==> src/rtl/riscv_pkg.sv <==
// Shared RV32I decode constants: opcodes, ALU/immediate encodings and the
// bit layout of the packed control word carried into the execute stage.
package riscv_pkg;

    localparam int XLEN       = 32;
    localparam int REG_ADDR_W = 5;
    localparam int NUM_REGS   = 32;

    localparam logic [6:0] OP_LOAD   = 7'b0000011;
    localparam logic [6:0] OP_STORE  = 7'b0100011;
    localparam logic [6:0] OP_R      = 7'b0110011;
    localparam logic [6:0] OP_IMM    = 7'b0010011;
    localparam logic [6:0] OP_BRANCH = 7'b1100011;
    localparam logic [6:0] OP_JAL    = 7'b1101111;

    typedef enum logic [2:0] {
        ALU_ADD = 3'b000,
        ALU_SUB = 3'b001,
        ALU_AND = 3'b010,
        ALU_OR  = 3'b011,
        ALU_SLT = 3'b101
    } alu_ctrl_e;

    typedef enum logic [1:0] {
        IMM_I = 2'b00,
        IMM_S = 2'b01,
        IMM_B = 2'b10,
        IMM_J = 2'b11
    } imm_src_e;

    typedef enum logic [1:0] {
        RES_ALU = 2'b00,
        RES_MEM = 2'b01,
        RES_PC4 = 2'b10
    } result_src_e;

    // Ctrl_E = {RegWrite, ResultSrc[1:0], MemWrite, Jump, Branch, ALUControl[2:0], ALUSrc}
    localparam int CTRL_W              = 10;
    localparam int CTRL_REG_WRITE      = 9;
    localparam int CTRL_RESULT_SRC_LSB = 7;
    localparam int CTRL_MEM_WRITE      = 6;
    localparam int CTRL_JUMP           = 5;
    localparam int CTRL_BRANCH         = 4;
    localparam int CTRL_ALU_LSB        = 1;
    localparam int CTRL_ALU_SRC        = 0;

    function automatic logic [XLEN-1:0] imm_extend(input logic [XLEN-1:0] instr,
                                                   input imm_src_e        src);
        logic [XLEN-1:0] imm;
        imm = '0;
        case (src)
            IMM_I: imm = {{20{instr[31]}}, instr[31:20]};
            IMM_S: imm = {{20{instr[31]}}, instr[31:25], instr[11:7]};
            IMM_B: imm = {{20{instr[31]}}, instr[7], instr[30:25], instr[11:8], 1'b0};
            IMM_J: imm = {{12{instr[31]}}, instr[19:12], instr[20], instr[30:21], 1'b0};
            default: imm = '0;
        endcase
        return imm;
    endfunction

endpackage

==> src/rtl/decode_cycle_if.sv <==
// Decode-stage bus: IF/ID inputs, writeback port, hazard-unit taps and the
// ID/EX register outputs. The slave side is the decode stage itself.
interface decode_cycle_if;
    import riscv_pkg::*;

    logic                  Flush_E;
    logic [XLEN-1:0]       Instr_D;
    logic [XLEN-1:0]       PC_D;
    logic [XLEN-1:0]       PCPlus4_D;
    logic                  RegWrite_W;
    logic [REG_ADDR_W-1:0] RD_W;
    logic [XLEN-1:0]       Result_W;

    logic [REG_ADDR_W-1:0] RS1_D;
    logic [REG_ADDR_W-1:0] RS2_D;
    logic [CTRL_W-1:0]     Ctrl_E;
    logic [XLEN-1:0]       RD1_E;
    logic [XLEN-1:0]       RD2_E;
    logic [XLEN-1:0]       Imm_Ext_E;
    logic [XLEN-1:0]       PC_E;
    logic [XLEN-1:0]       PCPlus4_E;
    logic [REG_ADDR_W-1:0] RS1_E;
    logic [REG_ADDR_W-1:0] RS2_E;
    logic [REG_ADDR_W-1:0] RD_E;

    modport master (
        output Flush_E, Instr_D, PC_D, PCPlus4_D, RegWrite_W, RD_W, Result_W,
        input  RS1_D, RS2_D, Ctrl_E, RD1_E, RD2_E, Imm_Ext_E, PC_E, PCPlus4_E,
               RS1_E, RS2_E, RD_E
    );

    modport slave (
        input  Flush_E, Instr_D, PC_D, PCPlus4_D, RegWrite_W, RD_W, Result_W,
        output RS1_D, RS2_D, Ctrl_E, RD1_E, RD2_E, Imm_Ext_E, PC_E, PCPlus4_E,
               RS1_E, RS2_E, RD_E
    );

endinterface

==> src/rtl/reg_file.sv <==
// 32x32 register file, two async read ports and one write port. x0 is hard
// zero; a same-cycle write to a register being read is forwarded to the reader.
module reg_file
    import riscv_pkg::*;
(
    input  logic                  clk,
    input  logic                  rst,
    input  logic                  we,
    input  logic [REG_ADDR_W-1:0] a1,
    input  logic [REG_ADDR_W-1:0] a2,
    input  logic [REG_ADDR_W-1:0] a3,
    input  logic [XLEN-1:0]       wd,
    output logic [XLEN-1:0]       rd1,
    output logic [XLEN-1:0]       rd2
);

    logic [XLEN-1:0] regs [NUM_REGS];

    always_ff @(posedge clk) begin
        if (rst) begin
            for (int i = 0; i < NUM_REGS; i++) begin
                regs[i] <= '0;
            end
        end else if (we && (a3 != '0)) begin
            regs[a3] <= wd;
        end
    end

    // A non-zero read address that matches a3 implies a3 != 0, so the bypass
    // never leaks a write aimed at x0.
    always_comb begin
        rd1 = regs[a1];
        if (a1 == '0) begin
            rd1 = '0;
        end else if (we && (a3 == a1)) begin
            rd1 = wd;
        end
    end

    always_comb begin
        rd2 = regs[a2];
        if (a2 == '0) begin
            rd2 = '0;
        end else if (we && (a3 == a2)) begin
            rd2 = wd;
        end
    end

endmodule

==> src/rtl/decode_cycle.sv <==
// RV32I decode stage: control decode, immediate generation, register-file
// read and the ID/EX pipeline register (flushable to a bubble).
module decode_cycle
    import riscv_pkg::*;
(
    input  logic          clk,
    input  logic          rst,
    decode_cycle_if.slave bus
);

    logic [6:0]            opcode;
    logic [2:0]            funct3;
    logic                  funct7_b5;
    logic [REG_ADDR_W-1:0] rs1;
    logic [REG_ADDR_W-1:0] rs2;
    logic [REG_ADDR_W-1:0] rd;

    assign opcode    = bus.Instr_D[6:0];
    assign rd        = bus.Instr_D[11:7];
    assign funct3    = bus.Instr_D[14:12];
    assign rs1       = bus.Instr_D[19:15];
    assign rs2       = bus.Instr_D[24:20];
    assign funct7_b5 = bus.Instr_D[30];

    assign bus.RS1_D = rs1;
    assign bus.RS2_D = rs2;

    logic [XLEN-1:0] rd1;
    logic [XLEN-1:0] rd2;

    reg_file u_reg_file (
        .clk (clk),
        .rst (rst),
        .we  (bus.RegWrite_W),
        .a1  (rs1),
        .a2  (rs2),
        .a3  (bus.RD_W),
        .wd  (bus.Result_W),
        .rd1 (rd1),
        .rd2 (rd2)
    );

    logic        reg_write;
    result_src_e result_src;
    logic        mem_write;
    logic        jump;
    logic        branch;
    logic        alu_src;
    logic        arith;
    logic        imm_en;
    imm_src_e    imm_src;
    alu_ctrl_e   alu_ctrl;

    always_comb begin
        reg_write  = 1'b0;
        result_src = RES_ALU;
        mem_write  = 1'b0;
        jump       = 1'b0;
        branch     = 1'b0;
        alu_src    = 1'b0;
        arith      = 1'b0;
        imm_en     = 1'b0;
        imm_src    = IMM_I;
        case (opcode)
            OP_LOAD: begin
                reg_write  = 1'b1;
                result_src = RES_MEM;
                alu_src    = 1'b1;
                imm_en     = 1'b1;
                imm_src    = IMM_I;
            end
            OP_STORE: begin
                mem_write = 1'b1;
                alu_src   = 1'b1;
                imm_en    = 1'b1;
                imm_src   = IMM_S;
            end
            OP_R: begin
                reg_write = 1'b1;
                arith     = 1'b1;
            end
            OP_IMM: begin
                reg_write = 1'b1;
                alu_src   = 1'b1;
                arith     = 1'b1;
                imm_en    = 1'b1;
                imm_src   = IMM_I;
            end
            OP_BRANCH: begin
                branch  = 1'b1;
                imm_en  = 1'b1;
                imm_src = IMM_B;
            end
            OP_JAL: begin
                reg_write  = 1'b1;
                result_src = RES_PC4;
                jump       = 1'b1;
                imm_en     = 1'b1;
                imm_src    = IMM_J;
            end
            default: begin
            end
        endcase
    end

    // Subtract only for R-type: in I-type the funct7 position is immediate data.
    always_comb begin
        alu_ctrl = ALU_ADD;
        if (branch) begin
            alu_ctrl = ALU_SUB;
        end else if (arith) begin
            case (funct3)
                3'b000:  alu_ctrl = (opcode == OP_R && funct7_b5) ? ALU_SUB : ALU_ADD;
                3'b010:  alu_ctrl = ALU_SLT;
                3'b110:  alu_ctrl = ALU_OR;
                3'b111:  alu_ctrl = ALU_AND;
                default: alu_ctrl = ALU_ADD;
            endcase
        end
    end

    logic [CTRL_W-1:0] ctrl;
    logic [XLEN-1:0]   imm_ext;

    always_comb begin
        ctrl                                  = '0;
        ctrl[CTRL_REG_WRITE]                  = reg_write;
        ctrl[CTRL_RESULT_SRC_LSB +: 2]        = result_src;
        ctrl[CTRL_MEM_WRITE]                  = mem_write;
        ctrl[CTRL_JUMP]                       = jump;
        ctrl[CTRL_BRANCH]                     = branch;
        ctrl[CTRL_ALU_LSB +: 3]               = alu_ctrl;
        ctrl[CTRL_ALU_SRC]                    = alu_src;
    end

    assign imm_ext = imm_en ? imm_extend(bus.Instr_D, imm_src) : '0;

    // ---- ID/EX boundary ----
    logic [CTRL_W-1:0]     ctrl_p1;
    logic [XLEN-1:0]       rd1_p1;
    logic [XLEN-1:0]       rd2_p1;
    logic [XLEN-1:0]       imm_p1;
    logic [XLEN-1:0]       pc_p1;
    logic [XLEN-1:0]       pc4_p1;
    logic [REG_ADDR_W-1:0] rs1_p1;
    logic [REG_ADDR_W-1:0] rs2_p1;
    logic [REG_ADDR_W-1:0] rd_p1;

    always_ff @(posedge clk) begin
        if (rst || bus.Flush_E) begin
            ctrl_p1 <= '0;
            rd1_p1  <= '0;
            rd2_p1  <= '0;
            imm_p1  <= '0;
            pc_p1   <= '0;
            pc4_p1  <= '0;
            rs1_p1  <= '0;
            rs2_p1  <= '0;
            rd_p1   <= '0;
        end else begin
            ctrl_p1 <= ctrl;
            rd1_p1  <= rd1;
            rd2_p1  <= rd2;
            imm_p1  <= imm_ext;
            pc_p1   <= bus.PC_D;
            pc4_p1  <= bus.PCPlus4_D;
            rs1_p1  <= rs1;
            rs2_p1  <= rs2;
            rd_p1   <= rd;
        end
    end

    assign bus.Ctrl_E    = ctrl_p1;
    assign bus.RD1_E     = rd1_p1;
    assign bus.RD2_E     = rd2_p1;
    assign bus.Imm_Ext_E = imm_p1;
    assign bus.PC_E      = pc_p1;
    assign bus.PCPlus4_E = pc4_p1;
    assign bus.RS1_E     = rs1_p1;
    assign bus.RS2_E     = rs2_p1;
    assign bus.RD_E      = rd_p1;

endmodule

==> src/flat_wrapper.sv <==
// flat-port wrapper written by rule: the top's interface ports become plain ports
module decode_cycle_flat import riscv_pkg::*;
  (clk, rst, bus_Flush_E, bus_Instr_D, bus_PC_D, bus_PCPlus4_D, bus_RegWrite_W, bus_RD_W, bus_Result_W, bus_RS1_D, bus_RS2_D, bus_Ctrl_E, bus_RD1_E, bus_RD2_E, bus_Imm_Ext_E, bus_PC_E, bus_PCPlus4_E, bus_RS1_E, bus_RS2_E, bus_RD_E);
  decode_cycle_if bus_i ();
  input  logic clk;
  input  logic rst;
  input wire logic [$bits(bus_i.Flush_E)-1:0] bus_Flush_E;
  input wire logic [$bits(bus_i.Instr_D)-1:0] bus_Instr_D;
  input wire logic [$bits(bus_i.PC_D)-1:0] bus_PC_D;
  input wire logic [$bits(bus_i.PCPlus4_D)-1:0] bus_PCPlus4_D;
  input wire logic [$bits(bus_i.RegWrite_W)-1:0] bus_RegWrite_W;
  input wire logic [$bits(bus_i.RD_W)-1:0] bus_RD_W;
  input wire logic [$bits(bus_i.Result_W)-1:0] bus_Result_W;
  output wire logic [$bits(bus_i.RS1_D)-1:0] bus_RS1_D;
  output wire logic [$bits(bus_i.RS2_D)-1:0] bus_RS2_D;
  output wire logic [$bits(bus_i.Ctrl_E)-1:0] bus_Ctrl_E;
  output wire logic [$bits(bus_i.RD1_E)-1:0] bus_RD1_E;
  output wire logic [$bits(bus_i.RD2_E)-1:0] bus_RD2_E;
  output wire logic [$bits(bus_i.Imm_Ext_E)-1:0] bus_Imm_Ext_E;
  output wire logic [$bits(bus_i.PC_E)-1:0] bus_PC_E;
  output wire logic [$bits(bus_i.PCPlus4_E)-1:0] bus_PCPlus4_E;
  output wire logic [$bits(bus_i.RS1_E)-1:0] bus_RS1_E;
  output wire logic [$bits(bus_i.RS2_E)-1:0] bus_RS2_E;
  output wire logic [$bits(bus_i.RD_E)-1:0] bus_RD_E;
  assign bus_i.Flush_E = bus_Flush_E;
  assign bus_i.Instr_D = bus_Instr_D;
  assign bus_i.PC_D = bus_PC_D;
  assign bus_i.PCPlus4_D = bus_PCPlus4_D;
  assign bus_i.RegWrite_W = bus_RegWrite_W;
  assign bus_i.RD_W = bus_RD_W;
  assign bus_i.Result_W = bus_Result_W;
  assign bus_RS1_D = bus_i.RS1_D;
  assign bus_RS2_D = bus_i.RS2_D;
  assign bus_Ctrl_E = bus_i.Ctrl_E;
  assign bus_RD1_E = bus_i.RD1_E;
  assign bus_RD2_E = bus_i.RD2_E;
  assign bus_Imm_Ext_E = bus_i.Imm_Ext_E;
  assign bus_PC_E = bus_i.PC_E;
  assign bus_PCPlus4_E = bus_i.PCPlus4_E;
  assign bus_RS1_E = bus_i.RS1_E;
  assign bus_RS2_E = bus_i.RS2_E;
  assign bus_RD_E = bus_i.RD_E;
  decode_cycle u_core (.clk(clk), .rst(rst), .bus(bus_i));
endmodule
==> config.mk <==
export PLATFORM = sky130hd
export DESIGN_NAME = decode_cycle_flat
export DESIGN_NICKNAME = d
export VERILOG_FILES = /design/src/rtl/riscv_pkg.sv /design/src/rtl/decode_cycle_if.sv /design/src/rtl/reg_file.sv /design/src/rtl/decode_cycle.sv /design/src/flat_wrapper.sv
export SDC_FILE = /design/constraint.sdc
export NUM_CORES = 2
export LEC_CHECK = 0
export BUFFER_PORTS_ARGS = -buffer_cell sky130_fd_sc_hd__buf_2
export CORE_MARGIN = 1.5
export CORE_UTILIZATION = 31
export CTS_BUF_LIST = sky130_fd_sc_hd__clkbuf_4
export CTS_CLUSTER_DIAMETER = 50
export DETAILED_ROUTE_END_ITERATION = 8
export PLACE_DENSITY = 0.56
export SYNTH_ARGS = -nofsm -noshare
export SYNTH_HDL_FRONTEND = slang
export SYNTH_HIERARCHICAL = 1
export SYNTH_SLANG_ARGS = --single-unit
==> constraint.sdc <==
create_clock -name clk -period 3.6 [get_ports clk]
set_clock_uncertainty 0.05 [all_clocks]
set_input_delay 0.18 -clock clk [delete_from_list [all_inputs] [get_ports clk]]
set_output_delay 0.18 -clock clk [all_outputs]
set_load 0.005 [all_outputs]
==> results.cfg <==
[grt]
grt_usage_pct = 25.39
antenna_found_initial = 46
grt-ovfl-total = 0
grt_max_degree = 61
grt_pass1_vias = 43978
grt_pass1_wl_um = 347600

[cells_and_area]
nets = 5150
syn2layout_area_growth_pct = 22.63
drive_above_1_share_pct = 30.25

[setup_path]
cp-end-kind = flip-flop
path_cells = dlygate4sd3_1 -> buf_6 -> buf_4 -> xnor2_1 -> nand4_1 -> dlygate4sd3_1 -> nor3_2 -> dlygate4sd3_1 -> buf_12 -> a22o_1 -> dlygate4sd3_1 -> and2_1
crit_path_frequent_cell = dlygate4sd3_1
cp_slowest_cell = dlygate4sd3_1
cp.required_ns = 4.80
critical_path_buf_inv_count = 7
path_delay_family = buffers and inverters
cp-start-kind = input port
setup.worst_path.class = in -> reg
crit_arrival_ns = 4.72
crit_fanout = 34
slowest_delay_ns = 0.66

[clock_network]
cts_sinks = 1197
clk_pin_slew_ns = 0.07
clk_latency_ns = 1.35
cts_tree = done
clockRootBuffer = clkbuf_4
ctsResizeCount = 0
clock_path_buffers = 4
cts.htree.levels = 5
cts_buffers = 338
cts_setup_buffers = 0
hold_buffers = 374

[placement]
io_buffers = 331
place_ws_ns = 0.1608
dp_hpwl_um = 144400
place_congestion = 0.9015

[logic_synthesis]
seq_area_frac_synth_pct = 57.20
yosys_warnings = 6
synthTopCellsByArea = edfxtp_1 51%, mux4_2 15%, and2_1 12%, dfxtp_1 5.8%, mux2i_1 4.7%
synth_top_family_by_area = multiplexers
ys_async_sr_fraction_pct = 0
yosysTopAreaCell = edfxtp_1
synth_most_common_cell = and2_1
syn_inst = 4175
avgSynthCellArea_um2 = 14.33
yosysUniqueCellTypes = 65
synth_edf_count = 1024
synth-compound-area-share_pct = 6.196
syn-cell-area_um2 = 59810
yosys.area_share.simple_pct = 13.64
synth-xor-area-share_pct = 0.1464
synthFlopType = edfxtp_1
synth.mux.area_fraction_pct = 19.41
synth_top_area_share_pct = 51.41
yosys-top-cells-count = 1144 x and2_1, 1024 x edfxtp_1, 388 x mux4_2
synthAdderAreaFrac_pct = 0
synth_seq_cells = 1197

[sta]
rsz0062_at_grt = false
setup_viol = 0
finalHoldViolations = 0
post-route-min-period_ns = 3.522
worst-slew-pin-transition_ns = 1.119
tns_ns = 0
finalCritPeriodShare_pct = 97.83
finalWorstSetupSlack_ns = 0.07822
drv_slew = 0
relSlewSlack_pct = 25.16
clock.fmax_mhz = 283.9

[floorplanning]
rows = 161
fp.dieH_um = 442.3
dieArea_um2 = 195600
core_um2 = 192200
die_x_um = 442.3
io_pins = 332
initial_core_util_pct = 31.12

[drt]
wl_per_cell_um = 32.56
viasPerCell = 5.652
vias = 44192
dr.pass1.iters = 7
route.detailed.drc = 0
routed_wl_um = 254600
drt_iter0_drc = 6933
ant_nets = 0

[pwr]
ir_worst_vdd_v = 0.0002254
power_per_cell_area_nw_per_um2 = 451.2
p_leak_nw = 27.48

[job]
maxCapViolations = 0

[outcome]
status = finished, final reports clean

[hold_path]
hp-class = in -> reg
-- routing by layer --
metal | track usage [%] | wire length, µm | vias up
li1 | - | - | 17718
met1 | 32.62 | 96480 | 22418
met2 | 39.33 | 114900 | 3347
met3 | 6.546 | 29580 | 705
met4 | 13.43 | 13570 | 4
met5 | 0 | 22 | -
-- registers in the layout, indices dropped and copies added, names as in the netlist --
name                    flops
u_core/bus.RD1_E           32
u_core/u_reg_file/regs   1024
u_core/bus.RS2_E            5
u_core/bus.RD_E             5
u_core/bus.PCPlus4_E       32
u_core/bus.PC_E            32
u_core/bus.Ctrl_E           9
u_core/bus.RD2_E           32
u_core/bus.RS1_E            5
u_core/bus.Imm_Ext_E       21
-- metrics by stage --
step	instances	utilization [%]	cell area (µm²)	hold slack (ns)	power, mW
2_1_floorplan	4206	-	59930	0.2068	18.48
3_3_place_gp	6825	33.99	65330	0.3289	20.20
3_5_place_dp	6825	33.99	65330	0.3323	20.24
4_1_cts	7786	38.13	73270	0.002217	33.14
5_1_grt	7803	38.15	73310	0.03575	34.17
6_report	7819	38.17	73350	0.09154	33.10
-- logic make-up (layout without fill, tap and decap cells) --
kind of cell,Yosys count,count (layout)
simple gates,1341,1341
flops,1197,1197
mux,674,674
compound gates,491,491
buf+inv,461,1515
xor+xnor,10,10
other cells,1,65
-- final timing paths --
kind	start	to	slack, ns	depth (start not counted)
setup / recovery	bus_Instr_D[16]	u_core/bus.RD1_E[1]	0.08	12
hold / removal	bus_Result_W[8]	u_core/u_reg_file/regs[16][8]	0.09	3
setup reg to reg	u_core/u_reg_file/regs[13][1]	u_core/bus.RD1_E[1]	0.73	7
hold reg to reg	u_core/u_reg_file/regs[6][15]	u_core/bus.RD2_E[15]	0.85	5
-- cells in the final DEF (no fill, tap or decap), types with 20 or more instances in the layout --
cell type,Yosys,routed
and2_1,1144,1144
edfxtp_1,1024,1024
clkbuf_4,0,512
mux4_2,388,388
dlygate4sd3_1,0,374
buf_2,70,323
mux2i_1,281,281
buf_4,46,175
dfxtp_1,173,173
a22oi_1,133,133
a21oi_1,84,83
a22o_1,56,56
clkinv_1,0,55
nand2_1,51,51
buf_12,0,48
o22ai_1,42,42
o221ai_1,42,42
nor2_4,0,35
or2_2,34,34
diode_2,0,33
conb_1,1,32
a2111oi_0,24,24
nand3_1,20,20
-- area by class of cell --
type	instances	area [µm²]
fill	18095	118800
tap	2526	3161
timing repair buffer	924	7691
clock buffer	512	3844
antenna	33	82.58
sequential	1197	34210
inverter	4	15.01
clock inverter	75	356.6
multi-input combinational	2548	23990
-- worst reg2reg max path: stages (launching register included) --
cell and delay [ns]:
edfxtp_1 0.40, mux4_2 0.47, a22o_1 0.29, a2111oi_0 0.50
a21oi_1 0.10, a22o_1 0.23, dlygate4sd3_1 0.56, and2_1 0.16
-- where the power goes --
part | switching (mW) | internal (mW)
Combinational | 2.39 | 1.81
Sequential | 0.425 | 15.8
Clock | 6.11 | 6.60
Total | 8.92 | 24.2
(Power assumes the default switching activity.)
